**config.mk**
```make
export PLATFORM = sky130hd
export DESIGN_NAME = div_seq_ctrl
export DESIGN_NICKNAME = d
export VERILOG_FILES = /design/src/rtl/div_seq_ctrl.sv
export SDC_FILE = /design/constraint.sdc
export NUM_CORES = 1
export LEC_CHECK = 0
export BUFFER_PORTS_ARGS = -buffer_cell sky130_fd_sc_hd__buf_4
export CAP_MARGIN = 10
export CORE_MARGIN = 3
export CORE_UTILIZATION = 57
export CTS_CLUSTER_DIAMETER = 60
export DETAILED_ROUTE_END_ITERATION = 8
export PLACE_DENSITY = 0.83
export SETUP_SLACK_MARGIN = 0.5
export SLEW_MARGIN = 5
export SYNTH_ARGS = -nofsm -noshare
export SYNTH_HDL_FRONTEND = slang
export SYNTH_SLANG_ARGS = --single-unit
```
**constraint.sdc**
```tcl
create_clock -name clk -period 7.7 [get_ports clk]
set_input_delay 1.155 -clock clk [delete_from_list [all_inputs] [get_ports clk]]
set_output_delay 1.155 -clock clk [all_outputs]
set_load 0.02 [all_outputs]
```
**src/rtl/div_seq_ctrl.sv**
```systemverilog
`default_nettype none
// ============================================================================
// Module      : div_seq_ctrl
// Description : Sequencer between ALU issue and the unsigned iterative divider
//               core. Handles sign conversion, start/done handshake, the
//               divide-by-zero policy and result hold until consumed.
//               Optional last-result cache: DIV_SEQ_RESULT_CACHE_EN.
// Revision    : 1.0 - initial release
// ============================================================================
module div_seq_ctrl #(
    parameter int WIDTH = 32
) (
    input  logic             clk,
    input  logic             rst,
    input  logic             req_valid,
    output logic             req_ready,
    input  logic [1:0]       req_op,
    input  logic [WIDTH-1:0] req_a,
    input  logic [WIDTH-1:0] req_b,
    output logic             rsp_valid,
    input  logic             rsp_ready,
    output logic [WIDTH-1:0] rsp_data,
    output logic             rsp_dbz,
    output logic             core_start,
    output logic [WIDTH-1:0] core_a,
    output logic [WIDTH-1:0] core_b,
    input  logic             core_busy,
    input  logic             core_done,
    input  logic             core_valid,
    input  logic             core_dbz,
    input  logic [WIDTH-1:0] core_val,
    input  logic [WIDTH-1:0] core_rem
);

    localparam logic [1:0] c_idle   = 2'd0;
    localparam logic [1:0] c_launch = 2'd1;
    localparam logic [1:0] c_wait   = 2'd2;
    localparam logic [1:0] c_resp   = 2'd3;

    logic [1:0]       r_state;
    logic             r_rem_sel;
    logic             r_neg_q;
    logic             r_neg_r;
    logic [WIDTH-1:0] r_a_orig;

    logic             w_accept;
    logic             w_sa;
    logic             w_sb;
    logic [WIDTH-1:0] w_abs_a;
    logic [WIDTH-1:0] w_abs_b;
    logic [WIDTH-1:0] w_q;
    logic [WIDTH-1:0] w_r;
    logic             w_hit;
    logic [WIDTH-1:0] w_hit_data;
    logic             w_hit_dbz;
    logic             w_unused;

    // The core's own status flags are redundant with core_done here
    assign w_unused = ^{core_busy, core_valid};

    assign w_accept = req_valid & req_ready;
    assign w_sa     = req_op[1] & req_a[WIDTH-1];
    assign w_sb     = req_op[1] & req_b[WIDTH-1];
    assign w_abs_a  = w_sa ? -req_a : req_a;
    assign w_abs_b  = w_sb ? -req_b : req_b;

    // Both results are formed so a cache entry can serve DIV and REM alike
    assign w_q = core_dbz ? {WIDTH{1'b1}} : (r_neg_q ? -core_val : core_val);
    assign w_r = core_dbz ? r_a_orig      : (r_neg_r ? -core_rem : core_rem);

`ifdef DIV_SEQ_RESULT_CACHE_EN
    logic             r_c_valid;
    logic             r_c_signed;
    logic [WIDTH-1:0] r_c_a;
    logic [WIDTH-1:0] r_c_b;
    logic [WIDTH-1:0] r_c_q;
    logic [WIDTH-1:0] r_c_r;
    logic             r_c_dbz;
    logic             r_signed;
    logic [WIDTH-1:0] r_b_orig;

    assign w_hit      = r_c_valid & (r_c_a == req_a) & (r_c_b == req_b) &
                        (r_c_signed == req_op[1]);
    assign w_hit_data = req_op[0] ? r_c_r : r_c_q;
    assign w_hit_dbz  = r_c_dbz;

    always_ff @(posedge clk or posedge rst) begin
        if (rst) begin
            r_c_valid  <= 1'b0;
            r_c_signed <= 1'b0;
            r_c_a      <= '0;
            r_c_b      <= '0;
            r_c_q      <= '0;
            r_c_r      <= '0;
            r_c_dbz    <= 1'b0;
            r_signed   <= 1'b0;
            r_b_orig   <= '0;
        end else begin
            if (r_state == c_idle && w_accept) begin
                r_signed <= req_op[1];
                r_b_orig <= req_b;
            end
            if (r_state == c_wait && core_done) begin
                r_c_valid  <= 1'b1;
                r_c_signed <= r_signed;
                r_c_a      <= r_a_orig;
                r_c_b      <= r_b_orig;
                r_c_q      <= w_q;
                r_c_r      <= w_r;
                r_c_dbz    <= core_dbz;
            end
        end
    end
`else
    assign w_hit      = 1'b0;
    assign w_hit_data = '0;
    assign w_hit_dbz  = 1'b0;
`endif

    always_ff @(posedge clk or posedge rst) begin
        if (rst) begin
            r_state    <= c_idle;
            r_rem_sel  <= 1'b0;
            r_neg_q    <= 1'b0;
            r_neg_r    <= 1'b0;
            r_a_orig   <= '0;
            req_ready  <= 1'b1;
            rsp_valid  <= 1'b0;
            rsp_data   <= '0;
            rsp_dbz    <= 1'b0;
            core_start <= 1'b0;
            core_a     <= '0;
            core_b     <= '0;
        end else begin
            case (r_state)
                c_idle: begin
                    if (w_accept) begin
                        r_rem_sel <= req_op[0];
                        r_a_orig  <= req_a;
                        r_neg_q   <= w_sa ^ w_sb;
                        r_neg_r   <= w_sa;
                        core_a    <= w_abs_a;
                        core_b    <= w_abs_b;
                        req_ready <= 1'b0;
                        if (w_hit) begin
                            rsp_valid <= 1'b1;
                            rsp_data  <= w_hit_data;
                            rsp_dbz   <= w_hit_dbz;
                            r_state   <= c_resp;
                        end else begin
                            core_start <= 1'b1;
                            r_state    <= c_launch;
                        end
                    end
                end
                c_launch: begin
                    core_start <= 1'b0;
                    r_state    <= c_wait;
                end
                c_wait: begin
                    if (core_done) begin
                        rsp_valid <= 1'b1;
                        rsp_data  <= r_rem_sel ? w_r : w_q;
                        rsp_dbz   <= core_dbz;
                        r_state   <= c_resp;
                    end
                end
                c_resp: begin
                    if (rsp_ready) begin
                        rsp_valid <= 1'b0;
                        req_ready <= 1'b1;
                        r_state   <= c_idle;
                    end
                end
                default: begin
                    core_start <= 1'b0;
                    rsp_valid  <= 1'b0;
                    req_ready  <= 1'b1;
                    r_state    <= c_idle;
                end
            endcase
        end
    end

endmodule
`default_nettype wire

```
==> results of run 1 <==
[power by group]
| group | total (mW) | switching [mW] | internal [mW] |
|---|---|---|---|
| combinational | 0.191 | 0.103 | 0.0878 |
| clock | 0.868 | 0.318 | 0.550 |
| sequential | 0.715 | 0 | 0.715 |
| total | 1.77 | 0.421 | 1.35 |
[through the flow]
step | area [um^2] | cells | power [mW] | hold slack [ns]
finish | 10600 | 1376 | 1.77 | 0.476
global route | 10600 | 1376 | 1.83 | 0.507
CTS | 10600 | 1376 | 1.78 | 0.479
detailed placement | 9990 | 1344 | 0.915 | 0.465
global placement | 9990 | 1344 | 0.913 | 0.454
floorplan | 8150 | 976 | 0.812 | 0.440
[cell type report]
class	instances	area, um^2
fill	1018	3320
clock inverter	12	173
multi-input combinational	765	4470
inverter	24	95.1
clock buffer	20	447
timing repair buffer	239	1790
tap	180	225
sequential	136	3400
[Yosys cell counts (3+ instances only)]
library cell | count | area (um^2)
nand2_1 | 205 | 769
o31ai_1 | 24 | 180
o21ai_0 | 105 | 526
nor3_1 | 25 | 125
a21oi_1 | 40 | 200
ha_1 | 8 | 100
dfrtp_1 | 135 | 3380
nor2b_1 | 6 | 37.5
nand4b_1 | 4 | 35.0
inv_1 | 23 | 86.3
a211oi_1 | 9 | 67.6
clkbuf_1 | 47 | 176
a221oi_1 | 6 | 52.6
or2_2 | 8 | 50.1
o22ai_1 | 24 | 150
nand3_1 | 13 | 65.1
xor2_1 | 44 | 385
nor4_1 | 17 | 106
or4_1 | 17 | 128
o41ai_1 | 13 | 114
or3_1 | 10 | 62.6
o221ai_1 | 4 | 35.0
xnor2_1 | 66 | 578
a31oi_1 | 8 | 50.1
nor2_1 | 63 | 236
and2_1 | 4 | 25.0
nand2b_1 | 3 | 18.8
mux2i_1 | 11 | 110
a21o_1 | 3 | 22.5
[per-layer routing]
| metal | GRT usage [%] | routed length [um] |
|---|---|---|
| met1 | 43.0 | 10300 |
| met2 | 48.8 | 11600 |
| met3 | 10.3 | 2820 |
| met4 | 8.93 | 542 |
| met5 | 0 | 0 |
[cell families after synthesis]
logic type,count (synthesis),share of synthesized area (%)
AO/OA/AOI/OAI,248,18.6
XOR/XNOR,110,11.8
adder cells (fa/ha/maj),8,1.23
buffers and inverters,75,3.53
flip-flops,136,41.8
multiplexers,13,1.63
AND/OR/NAND/NOR,386,21.4
[state kept, by name, indices dropped and copies added (netlist names), 2 cells and up]
register	count
rsp_data	32
r_a_orig	31
core_b	32
r_state	2
core_a	32
[worst max-delay path: stages]
cell and delay [ns]:
buf_4 0.12, or4_1 0.63, or4_1 0.60, nor4_1 0.67
a21oi_1 0.18, xnor2_1 0.17, o311ai_0 0.29
[worst paths after layout]
| kind | from | endpoint | slack [ns] | cells after the start |
|---|---|---|---|---|
| worst max register to register | r_state[0] | rsp_data[22] | 4.89 | 7 |
| worst min-delay path | core_b[25] | core_b[25] | 0.48 | 2 |
| max in group asynchronous | rst | r_a_orig[7] | 5.57 | 3 |
| min in group asynchronous | rst | core_a[6] | 0.81 | 2 |
| worst min register to register | core_b[25] | core_b[25] | 0.48 | 2 |
| worst max-delay path | core_val[4] | rsp_data[23] | 4.18 | 7 |
==> impl_metrics.env, run 1 <==
export IMPL_totalWireLength_mm=25.3
export IMPL_syn_nets=1122
export IMPL_rows=43
export IMPL_min_period_ns=3.52
export IMPL_synth_seq_area_share_pct=41.8
export IMPL_ctsResizeCount=0
export IMPL_finalClockSkew_ns=0.00871
export IMPL_clock_sinks=136
export IMPL_grt_usage_pct=31.6
export IMPL_maxSlewHeadroom_pct=25.5
export IMPL_antenna_left=0
export IMPL_hp_class="reg2reg"
export IMPL_initial_core_util_pct=58.5
export IMPL_cts_tree="yes"
export IMPL_cts_setup_buffers=0
export IMPL_wl_per_cell_um=18.4
export IMPL_min_period_over_period_pct=45.7
export IMPL_hold_viol=0
export IMPL_htreeDepth=4
export IMPL_first_pass_iters=6
export IMPL_cts_buffer_depth=2
export IMPL_drive_gt1_share_pct=24.3
export IMPL_finalSetupTns_ns=0
export IMPL_worst_pin_slew_ns=1.12
export IMPL_maxSlewViolCount=0
export IMPL_die_h_um=126
export IMPL_drv_cap=0
export IMPL_finalSetupViolCount=0
export IMPL_crit_required_ns=7.99
export IMPL_postSynthAreaPerCell_um2=8.35
export IMPL_via_per_inst=5.97
export IMPL_cp_max_fo=8
export IMPL_powerDensity_nw_per_um2=167
export IMPL_die_w_um=126
export IMPL_end_kind="register"
export IMPL_status="finished, final reports clean"
export IMPL_io_pins=238
export IMPL_ys_warn_count=0
export IMPL_place_gp_congestion=0.938
export IMPL_syn2layout_area_growth_pct=30.2
export IMPL_die_area_um2=15800
export IMPL_drtIter0Drc=869
export IMPL_drcViolationCount=0
export IMPL_coreArea_um2=13900
export IMPL_insertion_delay_ns=0.42
export IMPL_gr_total_overflow=0
export IMPL_maxClockFrequency_mhz=284
export IMPL_first_global_vias=7650
export IMPL_grt_max_degree=91
export IMPL_p_leak_nw=4.96
export IMPL_crit_type="in2reg"
export IMPL_io_buffers=235
export IMPL_n_antenna_cell=0
export IMPL_postSynthCellCount=976
export IMPL_fin_ws_ns=4.18
export IMPL_clkTransAtPathRegs_ns=0.06
export IMPL_grt_pass1_wl_mm=40.2
export IMPL_cts_buffers=17
export IMPL_synth_main_ff_cell="dfrtp_1"
export IMPL_netlist_area_um2=8150
export IMPL_cts_root_buf="clkbuf_16"
export IMPL_critPathArrivalTime_ns=3.82
export IMPL_postCtsHoldBufs=0
export IMPL_synth_enable_flop_cells=0
export IMPL_vias=8219
export IMPL_peakVddDrop_uv=160
export IMPL_layout_common_cells="buf_4, nand2_1, dfrtp_1"
export IMPL_dpl_worst_slack_ns=3.79
export IMPL_ys_ff_latch=136
export IMPL_cp_start_kind="primary input"
export IMPL_layout_commonest_cell="buf_4"
export IMPL_synthArstFlopShare_pct=100
export IMPL_fin_util_pct=76.2
export IMPL_synth_cell_type_count=53
export IMPL_rsz0062_at_grt="false"
export IMPL_dpl_hpwl_mm=18.5
export IMPL_num_nets_final=1329
export IMPL_antenna_found_initial=0
(Power assumes the default switching activity.)
==> run 2, diff against run 1 <==
Settings changed: CORE_UTILIZATION 57 to 48, PLACE_DENSITY 0.83 to 0.74.
Clock period 7.7 ns to 3 ns, I/O delays scaled along.
==> run 2 against run 1 <==
Compared with the run above: global-route usage fell by 3.4 points; final area rose by 1.9%; register-to-register slack got worse by 4.3 ns; clock skew fell by 0.0025 ns; worst setup slack got worse by 3.6 ns; sequential power rose to 2.6 times the previous value; die area rose by 18%; sequential cell count did not move; non-clock buffer count rose by 16; combinational power rose to 2.6 times the previous value; highest routed layer is now met5.
==> impl_metrics.env, run 2 (synthesis results as in run 1) <==
export IMPL_grt_pass1_wl_mm=41.0
export IMPL_cp_start_kind="register"
export IMPL_maxClockFrequency_mhz=415
export IMPL_drive_gt1_share_pct=26.0
export IMPL_clock_sinks=136
export IMPL_crit_required_ns=3.28
export IMPL_status="finished, final reports clean"
export IMPL_first_global_vias=7865
export IMPL_io_buffers=235
export IMPL_finalClockSkew_ns=0.00620
export IMPL_antenna_left=0
export IMPL_rsz0062_at_grt="false"
export IMPL_place_gp_congestion=0.893
export IMPL_regArea_um2=3400
export IMPL_totalWireLength_mm=26.0
export IMPL_fill_cells=1468
export IMPL_grt_use_met2_pct=44.4
export IMPL_internal_power_mw=3.29
export IMPL_htreeDepth=4
export IMPL_p_leak_nw=5.04
export IMPL_seqPwrFrac_pct=42.2
export IMPL_drcViolationCount=0
export IMPL_num_nets_final=1345
export IMPL_initial_core_util_pct=49.2
export IMPL_cts_tree="yes"
export IMPL_grt_util_met1_pct=36.8
export IMPL_layout_commonest_cell="buf_4"
export IMPL_grt_max_degree=162
export IMPL_met3_usage_pct=9.55
export IMPL_swShare_pct=24.4
export IMPL_critPathArrivalTime_ns=2.69
export IMPL_rows=47
export IMPL_drtIter0Drc=703
export IMPL_cts_buffers=17
export IMPL_worst_pin_slew_ns=1.02
export IMPL_grt_usage_pct=28.2
export IMPL_maxSlewViolCount=0
export IMPL_cts_buffer_depth=2
export IMPL_die_area_um2=18600
export IMPL_layout_common_cells="buf_4, nand2_1, dfrtp_1"
export IMPL_end_kind="register"
export IMPL_wl_per_cell_um=18.2
export IMPL_die_h_um=136
export IMPL_p_clk_share_pct=46.4
export IMPL_n_antenna_cell=0
export IMPL_io_pins=238
export IMPL_finalSetupTns_ns=0
export IMPL_via_per_inst=5.61
export IMPL_p_comb_share_pct=11.4
export IMPL_crit_type="reg2reg"
export IMPL_total_power_mw=4.34
export IMPL_first_pass_iters=5
export IMPL_gr_total_overflow=0
export IMPL_hp_class="in2reg"
export IMPL_min_period_over_period_pct=80.3
export IMPL_insertion_delay_ns=0.42
export IMPL_top_usage_layer="met2"
export IMPL_maxSlewHeadroom_pct=32.2
export IMPL_syn2layout_area_growth_pct=32.6
export IMPL_peakVddDrop_uv=362
export IMPL_powerDensity_nw_per_um2=402
export IMPL_cp_max_fo=14
export IMPL_dpl_hpwl_mm=19.3
export IMPL_cts_root_buf="clkbuf_16"
export IMPL_reg_top3="core_a (32), core_b (32), rsp_data (32)"
export IMPL_antenna_found_initial=1
export IMPL_min_period_ns=2.41
export IMPL_p_sw_mw=1.06
export IMPL_hold_viol=0
export IMPL_clkTransAtPathRegs_ns=0.06
export IMPL_finalSetupViolCount=0
export IMPL_coreArea_um2=16600
export IMPL_multi_input_area_um2=4530
export IMPL_vias=8028
export IMPL_die_w_um=136
export IMPL_drv_cap=0
run 2: cell count changes in the layout (fill, tap and decap cells not counted), sizes merged:
| cell | change |
|---|---|
| clkbuf | +4 |
| buf | +16 |
| clkinvlp | +1 |
| bufinv | -3 |
| clkinv | +1 |
| inv | -3 |
run 2: worst max-delay path, stage by stage, from the launching register on:
cell and delay [ns]:
dfrtp_1 0.41, inv_1 0.10, ha_1 0.24, and2_1 0.41, nand3_1 0.57, o22ai_1 0.45, a211oi_1 0.09
run 2: final timing paths:
kind / start / endpoint / slack (ns) / cells past startpoint
worst min register to register: r_a_orig[10] / r_a_orig[10] / 0.47 / 2
worst max-delay path: r_state[0] / rsp_data[13] / 0.59 / 6
worst max register to register: r_state[0] / rsp_data[13] / 0.59 / 6
max in group asynchronous: rst / r_a_orig[12] / 2.20 / 3
min in group asynchronous: rst / core_a[3] / 0.26 / 3
worst min-delay path: req_op[0] / r_rem_sel / 0.22 / 3
run 2: power by group through the flow:
| stage | combinational, mW | sequential, mW | clock, mW |
|---|---|---|---|
| 2_1_floorplan | 0.216 | 1.87 | 0 |
| 3_3_place_gp | 0.487 | 1.87 | 0 |
| 3_5_place_dp | 0.491 | 1.87 | 0 |
| 4_1_cts | 0.494 | 1.84 | 2.03 |
| 5_1_grt | 0.546 | 1.83 | 2.11 |
| 6_report | 0.495 | 1.84 | 2.01 |
run 2: layer usage:
metal  wire, um  share of wire [%]
met1      11100                 43
met2      11700                 45
met3       2670                 10
met4        493                1.9
met5         15              0.058
run 2: through the flow:
| stage | std cells | instance area (um^2) | util, % | worst slack (ns) | hold slack (ns) |
|---|---|---|---|---|---|
| after floorplan | 976 | 8210 | - | 0.275 | 0.440 |
| after global placement | 1400 | 10200 | 61.7 | 0.133 | 0.459 |
| after detailed placement | 1400 | 10200 | 61.7 | 0.114 | 0.463 |
| after CTS | 1432 | 10800 | 65.1 | 0.557 | 0.210 |
| after global routing | 1432 | 10800 | 65.2 | 0.499 | 0.218 |
| final | 1432 | 10800 | 65.2 | 0.591 | 0.224 |
run 2: final cells by class:
type / count / area share (%)
Clock buffer: 24 / 4.55
Clock inverter: 8 / 0.648
Inverter: 24 / 0.868
Multi-Input combinational cell: 765 / 41.9
Sequential cell: 136 / 31.5
Tap cell: 220 / 2.55
Timing Repair Buffer: 255 / 17.9
run 2: what timing repair did:
item,in CTS,in global routing
setup endpoints to repair,0,7
setup buffers,0,0
resized for setup,0,4
hold buffers,0,0
